===== config.mk =====
export PLATFORM = sky130hd
export DESIGN_NAME = muldiv_ctrl
export DESIGN_NICKNAME = d
export VERILOG_FILES = /design/src/rtl/muldiv_pkg.sv /design/src/rtl/muldiv_ctrl.sv
export SDC_FILE = /design/constraint.sdc
export NUM_CORES = 1
export LEC_CHECK = 0
export CAP_MARGIN = 20
export CORE_AREA = 2 2 155 157
export DETAILED_ROUTE_END_ITERATION = 6
export DIE_AREA = 0 0 157 159
export PLACE_DENSITY = 0.7
export SLEW_MARGIN = 20
export SYNTH_ARGS = -nofsm -noshare
export SYNTH_HDL_FRONTEND = slang
export SYNTH_SLANG_ARGS = --single-unit

===== constraint.sdc =====
create_clock -name clk -period 5.98 [get_ports clk]
set_input_delay 0.598 -clock clk [delete_from_list [all_inputs] [get_ports clk]]
set_output_delay 0.598 -clock clk [all_outputs]
set_load 0.01 [all_outputs]

===== src/rtl/muldiv_pkg.sv =====
// Shared types and constants for the EX-stage multiply/divide sequencer.
//   state_t         : sequencer state, 2-bit encoded
//   md_op_t         : operands and sign latched at accept
//   DIV0_LO         : LO value written for a divide by zero
//   TIMEOUT_CYC_DEF : default RUN-cycle limit before forced retire
package muldiv_pkg;

  localparam int unsigned XLEN            = 32;
  localparam int unsigned TIMEOUT_CYC_DEF = 64;

  localparam logic [XLEN-1:0] DIV0_LO = 32'hFFFF_FFFF;

  typedef enum logic [1:0] {
    IDLE    = 2'd0,
    MUL_RUN = 2'd1,
    DIV_RUN = 2'd2,
    DONE    = 2'd3
  } state_t;

  typedef struct packed {
    logic            sgn;
    logic [XLEN-1:0] a;
    logic [XLEN-1:0] b;
  } md_op_t;

endpackage


===== src/rtl/muldiv_ctrl.sv =====
// Sequencer for the shared multi-cycle multiplier/divider in EX.
// Accepts one mul/div at a time, runs the selected unit's start/ready
// handshake, holds the EX stall and emits one HI/LO write on retire.
// Divide-by-zero, flush and timeout are resolved here.
// Ports:
//   clk, rst                         clock, async active-high reset
//   op_valid/op_div/op_signed        EX instruction request and kind
//   op_a, op_b                       rs / rt operands
//   ex_advance, flush                EX leaves stage / annul operation
//   mul_start/signed/a/b, mul_ready, mul_result   multiplier handshake
//   div_start/signed/annul/a/b, div_ready, div_result  divider handshake
//   stallreq, busy                   EX stall request / not idle
//   hilo_we, hi_wdata, lo_wdata      HI/LO write bundle
//   md_err                           pulse on a timed-out retire
module muldiv_ctrl
  import muldiv_pkg::*;
#(
  parameter int unsigned TIMEOUT_CYC = TIMEOUT_CYC_DEF
) (
  input  logic        clk,
  input  logic        rst,
  input  logic        op_valid,
  input  logic        op_div,
  input  logic        op_signed,
  input  logic [31:0] op_a,
  input  logic [31:0] op_b,
  input  logic        ex_advance,
  input  logic        flush,
  output logic        mul_start,
  output logic        mul_signed,
  output logic [31:0] mul_a,
  output logic [31:0] mul_b,
  input  logic        mul_ready,
  input  logic [63:0] mul_result,
  output logic        div_start,
  output logic        div_signed,
  output logic        div_annul,
  output logic [31:0] div_a,
  output logic [31:0] div_b,
  input  logic        div_ready,
  input  logic [63:0] div_result,
  output logic        stallreq,
  output logic        busy,
  output logic        hilo_we,
  output logic [31:0] hi_wdata,
  output logic [31:0] lo_wdata,
  output logic        md_err
);

  localparam int unsigned CNT_W = $clog2(TIMEOUT_CYC) + 1;
  // Counter value in the last allowed RUN cycle (counter is 0 in the first).
  localparam logic [CNT_W-1:0] CNT_LAST = CNT_W'(TIMEOUT_CYC - 1);

  state_t            state;
  state_t            state_nxt;
  md_op_t            op_r;
  logic [CNT_W-1:0]  cnt;
  logic [XLEN-1:0]   hi_r;
  logic [XLEN-1:0]   lo_r;
  logic              err_r;

  logic accept;
  logic div_zero;
  logic in_run;
  logic run_rdy;
  logic timeout;

  // Handshake qualifiers shared by next-state and datapath.
  always_comb begin
    accept   = (state == IDLE) & op_valid & ~flush;
    div_zero = op_div & (op_b == '0);
    in_run   = (state == MUL_RUN) | (state == DIV_RUN);
    run_rdy  = ((state == MUL_RUN) & mul_ready) | ((state == DIV_RUN) & div_ready);
    // A ready arriving in the last allowed cycle still wins over timeout.
    timeout  = in_run & ~run_rdy & (cnt == CNT_LAST);
  end

  // State register.
  always_ff @(posedge clk or posedge rst) begin
    if (rst) state <= IDLE;
    else     state <= state_nxt;
  end

  // Next-state logic; flush overrides every state.
  always_comb begin
    state_nxt = state;
    if (flush) begin
      state_nxt = IDLE;
    end else begin
      case (state)
        IDLE: begin
          if (op_valid) begin
            if (div_zero)    state_nxt = DONE;
            else if (op_div) state_nxt = DIV_RUN;
            else             state_nxt = MUL_RUN;
          end
        end
        MUL_RUN, DIV_RUN: begin
          if (run_rdy | timeout) state_nxt = DONE;
        end
        DONE: begin
          if (ex_advance) state_nxt = IDLE;
        end
        default: state_nxt = IDLE;
      endcase
    end
  end

  // Operand latch, RUN counter and result registers.
  always_ff @(posedge clk or posedge rst) begin
    if (rst) begin
      op_r  <= '0;
      cnt   <= '0;
      hi_r  <= '0;
      lo_r  <= '0;
      err_r <= 1'b0;
    end else if (accept) begin
      op_r  <= '{sgn: op_signed, a: op_a, b: op_b};
      cnt   <= '0;
      err_r <= 1'b0;
      if (div_zero) begin
        hi_r <= op_a;
        lo_r <= DIV0_LO;
      end
    end else if (in_run & ~flush) begin
      if (run_rdy) begin
        {hi_r, lo_r} <= (state == DIV_RUN) ? div_result : mul_result;
      end else if (timeout) begin
        hi_r  <= '0;
        lo_r  <= '0;
        err_r <= 1'b1;
      end else begin
        cnt <= cnt + CNT_W'(1);
      end
    end
  end

  // Outputs; everything idles at 0 outside the state that drives it.
  always_comb begin
    mul_start  = 1'b0;
    mul_signed = 1'b0;
    mul_a      = '0;
    mul_b      = '0;
    div_start  = 1'b0;
    div_signed = 1'b0;
    div_annul  = 1'b0;
    div_a      = '0;
    div_b      = '0;
    hilo_we    = 1'b0;
    hi_wdata   = '0;
    lo_wdata   = '0;
    md_err     = 1'b0;
    busy       = (state != IDLE);
    // Gated by rst so a held op_valid cannot stall EX during reset.
    stallreq   = ~rst & op_valid & ~flush & (state != DONE);
    case (state)
      MUL_RUN: begin
        mul_start  = ~flush;
        mul_signed = op_r.sgn;
        mul_a      = op_r.a;
        mul_b      = op_r.b;
      end
      DIV_RUN: begin
        div_start  = ~flush;
        div_signed = op_r.sgn;
        div_annul  = flush;
        div_a      = op_r.a;
        div_b      = op_r.b;
      end
      DONE: begin
        hilo_we  = ex_advance & ~flush;
        hi_wdata = hi_r;
        lo_wdata = lo_r;
        md_err   = ex_advance & ~flush & err_r;
      end
      default: ;
    endcase
  end

endmodule


==> impl_metrics.json, run 1 <==
{
  "worstReg2RegStart": "state[0]",
  "clk_path_buf_depth": 2,
  "fp.dieArea_sq_um": 25000,
  "layout.nets": 1445,
  "worstHoldStart": "op_r[10]",
  "hold_end": "op_r[10]",
  "post_cts_resized": 0,
  "h-tree-depth": 4,
  "yosysTopAreaCellShare_pct": 44.0,
  "clockRootBuffer": "clkbuf_16",
  "area_growth_syn_to_layout_pct": 61.8,
  "worstPathCellList": "inv_1, ha_2, buf_4, and2_1, clkdlybuf4s50_1",
  "reg2reg_to": "hi_r[29]",
  "slew_headroom_pct": 28.3,
  "synth_area_per_cell_sq_um": 9.08,
  "wirelength_um": 27900,
  "fin_crit_sh_pct": 56.1,
  "cp_num_buf_inv": 3,
  "cts_setup_buffers": 0,
  "vias": 7509,
  "finClkSkew_ns": 0.00926,
  "yosysUniqueCellTypes": 41,
  "cts_made_buffers": 17,
  "layout_setup_ws_ns": 2.63,
  "ys.warnings.count": 0,
  "maxCapViolations": 0,
  "die_w_um": 157,
  "endpoint_kind": "output pin",
  "synthArstFlopShare_pct": 100,
  "synth.area.top_cells": "dfrtp_1 44%, and2_1 16%, nand2_1 9.6%",
  "dp_hpwl_um": 20200,
  "grt_max_degree": 97,
  "overflow": 0,
  "cp_slowest_stage_delay_ns": 0.55,
  "grt_usage_pct": 22.4,
  "core_sq_um": 23200,
  "crit_family": "buffers and inverters",
  "fillCellCount": 2119,
  "layout-drive-gt1-share_pct": 8.81,
  "crit_fanout": 61,
  "yosysSeqAreaShare_pct": 44.0,
  "die_h_um": 159,
  "rows": 56,
  "synth_most_common_cell": "nand2_1",
  "fin_cells": 1568,
  "regArea_sq_um": 3480,
  "crit_required_ns": 5.38,
  "m1WireLength_um": 11600,
  "routed_via_density": 4.79,
  "drt_iter0_drc": 475,
  "timing_hold_violations_final": 0,
  "synth_seq_cells": 139,
  "diodes": 0,
  "critPathKind": "register to output pin",
  "ctsHoldBuffers": 0,
  "wire_per_inst_um": 17.8,
  "tightest_slew_ns": 1.08,
  "syn_inst": 871,
  "gp_congestion": 0.799,
  "r2r_cells": 7,
  "grt_pass1_vias": 7771,
  "route.met3.wl_um": 1670,
  "multiInputGateArea_sq_um": 4170,
  "finish.utilization_pct": 55.2,
  "initial_core_util_pct": 34.1,
  "hp-class": "register to register",
  "ir_drop_uv": 170,
  "setup-tns-final_ns": 0,
  "crit_path_start_kind": "register",
  "syn_nets": 1079,
  "outcome": "completed",
  "synth_ff_type": "dfrtp_1",
  "cts.clk_slew.worst_paths_ns": 0.06,
  "place_inst": 1537,
  "grt_pass1_wl_um": 43700,
  "ant_nets": 0,
  "power_leakage_nw": 5.50,
  "synth-edff-count": 0,
  "dr.pass1.iters": 5,
  "port_buffers": 401,
  "yosys.area.top_type": "dfrtp_1",
  "setup-violations-final": 0,
  "drv_slew": 0,
  "drc": 0,
  "antenna_found_initial": 0,
  "p_per_area_nw_per_um2": 374,
  "cts.sinks": 139,
  "io_pins": 402,
  "routed.top_layer": "met4",
  "max_freq_mhz": 298,
  "hold_depth": 2,
  "cts_tree": "yes",
  "synth_common_cells": "202 x nand2_1, 196 x and2_1, 139 x dfrtp_1",
  "cp.arrival_ns": 2.76,
  "timing.final.crit_period_ns": 3.35,
  "pre_cts_ws_ns": 2.75,
  "critPathSlowestCell": "clkdlybuf4s50_1",
  "dr_wl_met2_um": 14100,
  "netlist_area_sq_um": 7910,
  "clk_latency_ns": 0.42,
  "grt_setup_unrepaired": "no",
  "r2r_setup_slack_ns": 3.24
}
through the flow:
stage	total power [mW]	hold WS, ns	instance area [sq um]
finish	4.78	0.484	12800
global route	5.10	0.511	12800
CTS	4.83	0.491	12800
detailed placement	3.69	0.474	12200
global placement	3.65	0.465	12200
floorplan	2.73	0.442	7910
final cells by class:
| class | count | share of cell area [%] |
|---|---|---|
| well taps | 319 | 3.12 |
| flip-flops and latches | 139 | 27.2 |
| clock buffers | 21 | 3.52 |
| inverters | 8 | 0.274 |
| multi-input cells | 660 | 32.6 |
| clock inverters | 10 | 1.31 |
| repair buffers | 411 | 32.0 |
worst reg2reg max path: cells and delay by family, from the launching register on:
family	cells	cell delay, ns
adders and majority gates	1	0.41
buffers and inverters	3	0.71
muxes	1	0.43
AOI/OAI and AO/OA	2	0.62
DFF	1	0.45
where the power goes:
group	internal, mW	switching (mW)	leakage [nW]
clock	0.709	0.410	0.297
sequential	1.36	0.272	1.76
combinational	1.06	0.972	3.44
total	3.12	1.66	5.50
sequential cells by signal (all words and copies together) (netlist names):
| register | count |
|---|---|
| hi_r | 32 |
| lo_r | 32 |
| cnt | 7 |
| err_r | 1 |
| state | 2 |
| op_r | 65 |
kinds of logic (layout without fill, tap and decap cells):
logic type	count (synthesis)	after routing	share of synthesized area [%]
and+or+nand+nor	434	434	27.8
DFF	139	139	44.0
AOI/OAI and AO/OA	122	122	10.1
muxes	97	97	13.3
buffers and inverters	72	450	3.62
adders and majority gates	7	7	1.11
metal layers:
metal / vias to the layer above / global-route usage [%]
met4: 0 / 6.63
li1: 3631 / -
met2: 249 / 38.9
met1: 3597 / 27.8
met3: 32 / 4.74
met5: - / 0
cells in the final DEF (no fill, tap or decap), types with 3 or more instances in the layout:
master | netlist | layout
and3_1 | 3 | 3
bufinv_16 | 0 | 4
nor2_1 | 4 | 4
nor4_1 | 8 | 8
a2bb2oi_1 | 32 | 32
nand2_1 | 202 | 202
buf_4 | 3 | 10
ha_1 | 7 | 3
nor3_1 | 3 | 3
o21ai_0 | 69 | 69
clkbuf_1 | 51 | 3
clkdlybuf4s50_1 | 0 | 401
nand3_1 | 4 | 4
mux2_2 | 63 | 63
clkinv_4 | 0 | 4
mux2i_1 | 33 | 33
a21oi_1 | 6 | 6
clkbuf_16 | 0 | 17
dfrtp_1 | 139 | 139
nand4_1 | 4 | 4
and2_1 | 196 | 196
inv_1 | 8 | 7
worst max-delay path by stage:
stage             start        end  slack [ns]  cells after the start
6_report       state[0]  div_a[11]        2.63                      5
4_1_cts        state[1]     md_err        2.45                      4
3_3_place_gp   op_b[17]   hi_r[10]        2.79                      6
2_1_floorplan       rst     cnt[0]        1.66                      1
5_1_grt        state[0]  div_a[11]        2.47                      5
3_5_place_dp      flush   hi_r[10]        2.75                      6
(Power assumes the default switching activity.)
==> inputs of run 2 (changes only) <==
- clock period: 5.98 -> 3.4 ns (I/O delays scaled with it)
==> impl_metrics.json, run 2 (synthesis gave the netlist of run 1 again) <==
{
  "rows": 56,
  "vias": 7513,
  "cts.sinks": 139,
  "clk_path_buf_depth": 2,
  "cts_made_buffers": 17,
  "tightest_slew_ns": 0.931,
  "regMostFlops": "op_r",
  "r2r_setup_slack_ns": 0.76,
  "core_sq_um": 23200,
  "initial_core_util_pct": 34.1,
  "placed_cell_area_sq_um": 12300,
  "timing.final.crit_period_ns": 3.01,
  "drv_slew": 0,
  "pre_cts_ws_ns": 0.569,
  "antenna_found_initial": 0,
  "worstReg2RegStart": "state[1]",
  "reg2reg_to": "hi_r[13]",
  "reg_top3": "op_r x65, hi_r x32, lo_r x32",
  "area_growth_syn_to_layout_pct": 63.0,
  "setup-violations-final": 0,
  "cts.clk_slew.worst_paths_ns": 0.06,
  "grt_max_degree": 68,
  "cts_setup_buffers": 0,
  "die_h_um": 159,
  "ant_nets": 0,
  "clk_latency_ns": 0.42,
  "maxCapViolations": 0,
  "grt_setup_unrepaired": "no",
  "critPathKind": "register to output pin",
  "dp_hpwl_um": 20700,
  "routed_via_density": 4.77,
  "dr.pass1.iters": 4,
  "fp.dieArea_sq_um": 25000,
  "crit_path_start_kind": "register",
  "gp_congestion": 0.838,
  "grt_usage_pct": 22.7,
  "grt_pass1_wl_um": 43900,
  "wirelength_um": 28600,
  "endpoint_kind": "output pin",
  "fillCellCount": 2104,
  "layout_setup_ws_ns": 0.390,
  "r2r_cells": 7,
  "timing_hold_violations_final": 0,
  "die_w_um": 157,
  "diodes": 0,
  "p_per_area_nw_per_um2": 655,
  "h-tree-depth": 4,
  "setup-tns-final_ns": 0,
  "largest_reg_flops": 65,
  "cp.arrival_ns": 2.67,
  "finClkSkew_ns": 0.00948,
  "max_freq_mhz": 332,
  "ir_drop_uv": 414,
  "grt_pass1_vias": 7762,
  "ctsHoldBuffers": 0,
  "layout-drive-gt1-share_pct": 9.63,
  "drt_iter0_drc": 389,
  "cts_tree": "yes",
  "hold_end": "op_r[34]",
  "post_cts_resized": 0,
  "wire_per_inst_um": 18.1,
  "fin_hold_ws_ns": 0.465,
  "design_area_sq_um": 12900,
  "drc": 0,
  "slew_headroom_pct": 37.8,
  "mostFrequentLayoutCells": "401 x clkdlybuf4s50_1, 202 x nand2_1, 196 x and2_1",
  "hold_depth": 3,
  "hp-class": "primary input to register",
  "fin_crit_sh_pct": 88.5,
  "finish.utilization_pct": 55.6,
  "crit_fanout": 36,
  "power_leakage_nw": 5.54,
  "crit_required_ns": 3.06,
  "final_common_cell": "clkdlybuf4s50_1",
  "port_buffers": 401,
  "worstHoldStart": "op_a[2]",
  "clockRootBuffer": "clkbuf_16",
  "io_pins": 402,
  "outcome": "completed",
  "layout.nets": 1452,
  "overflow": 0
}
==> run 2: cell count changes in the layout (fill, tap and decap cells not counted), moves of 2 or more <==
cell | before | now
buf_12 | 0 | 5
clkinv_2 | 1 | 3
buf_4 | 10 | 12
clkinv_4 | 4 | 2
clkbuf_1 | 3 | 0
clkinvlp_4 | 1 | 5
==> run 2: worst max-delay path: stages, from the launching register on <==
cell             delay (ns)
dfrtp_1                0.44
ha_2                   0.65
buf_4                  0.40
and2_1                 0.18
clkdlybuf4s50_1        0.57
==> run 2: how the worst max path moves through the flow <==
stage | from | to | slack [ns]
after CTS | state[1] | lo_wdata[31] | 0.31
after global placement | op_b[10] | hi_r[18] | 0.58
after global routing | state[1] | hi_wdata[14] | 0.17
after floorplan | state[0] | hi_r[18] | 1.15
final | state[1] | lo_wdata[31] | 0.39
after detailed placement | op_b[1] | hi_r[25] | 0.57
==> run 2: layer usage <==
layer	vias to the layer above	share of wire, %	track usage [%]
li1	3642	-	-
met1	3566	42	27.2
met2	267	50	39.8
met3	38	6.2	5.53
met4	0	2.2	6.96
met5	-	0	0
==> run 2: report_power, final <==
part	total (mW)	internal (mW)	switching (mW)	leakage, nW
registers	2.86	2.38	0.477	1.76
clock network	1.92	1.18	0.747	0.289
logic	3.66	1.90	1.76	3.49
==> run 2: layout make-up <==
type | count | area [sq um] | area share (%)
multi-input combinational | 660 | 4160 | 32.3
sequential | 139 | 3480 | 27.0
tap | 319 | 399 | 3.10
clock inverter | 14 | 170 | 1.32
inverter | 8 | 33.8 | 0.262
timing repair buffer | 418 | 4200 | 32.6
clock buffer | 18 | 439 | 3.41
==> run 2: stage by stage <==
step	total power [mW]	instances
global route	9.00	1576
floorplan	4.80	871
finish	8.45	1576
detailed placement	6.58	1544
global placement	6.49	1544
CTS	8.54	1576
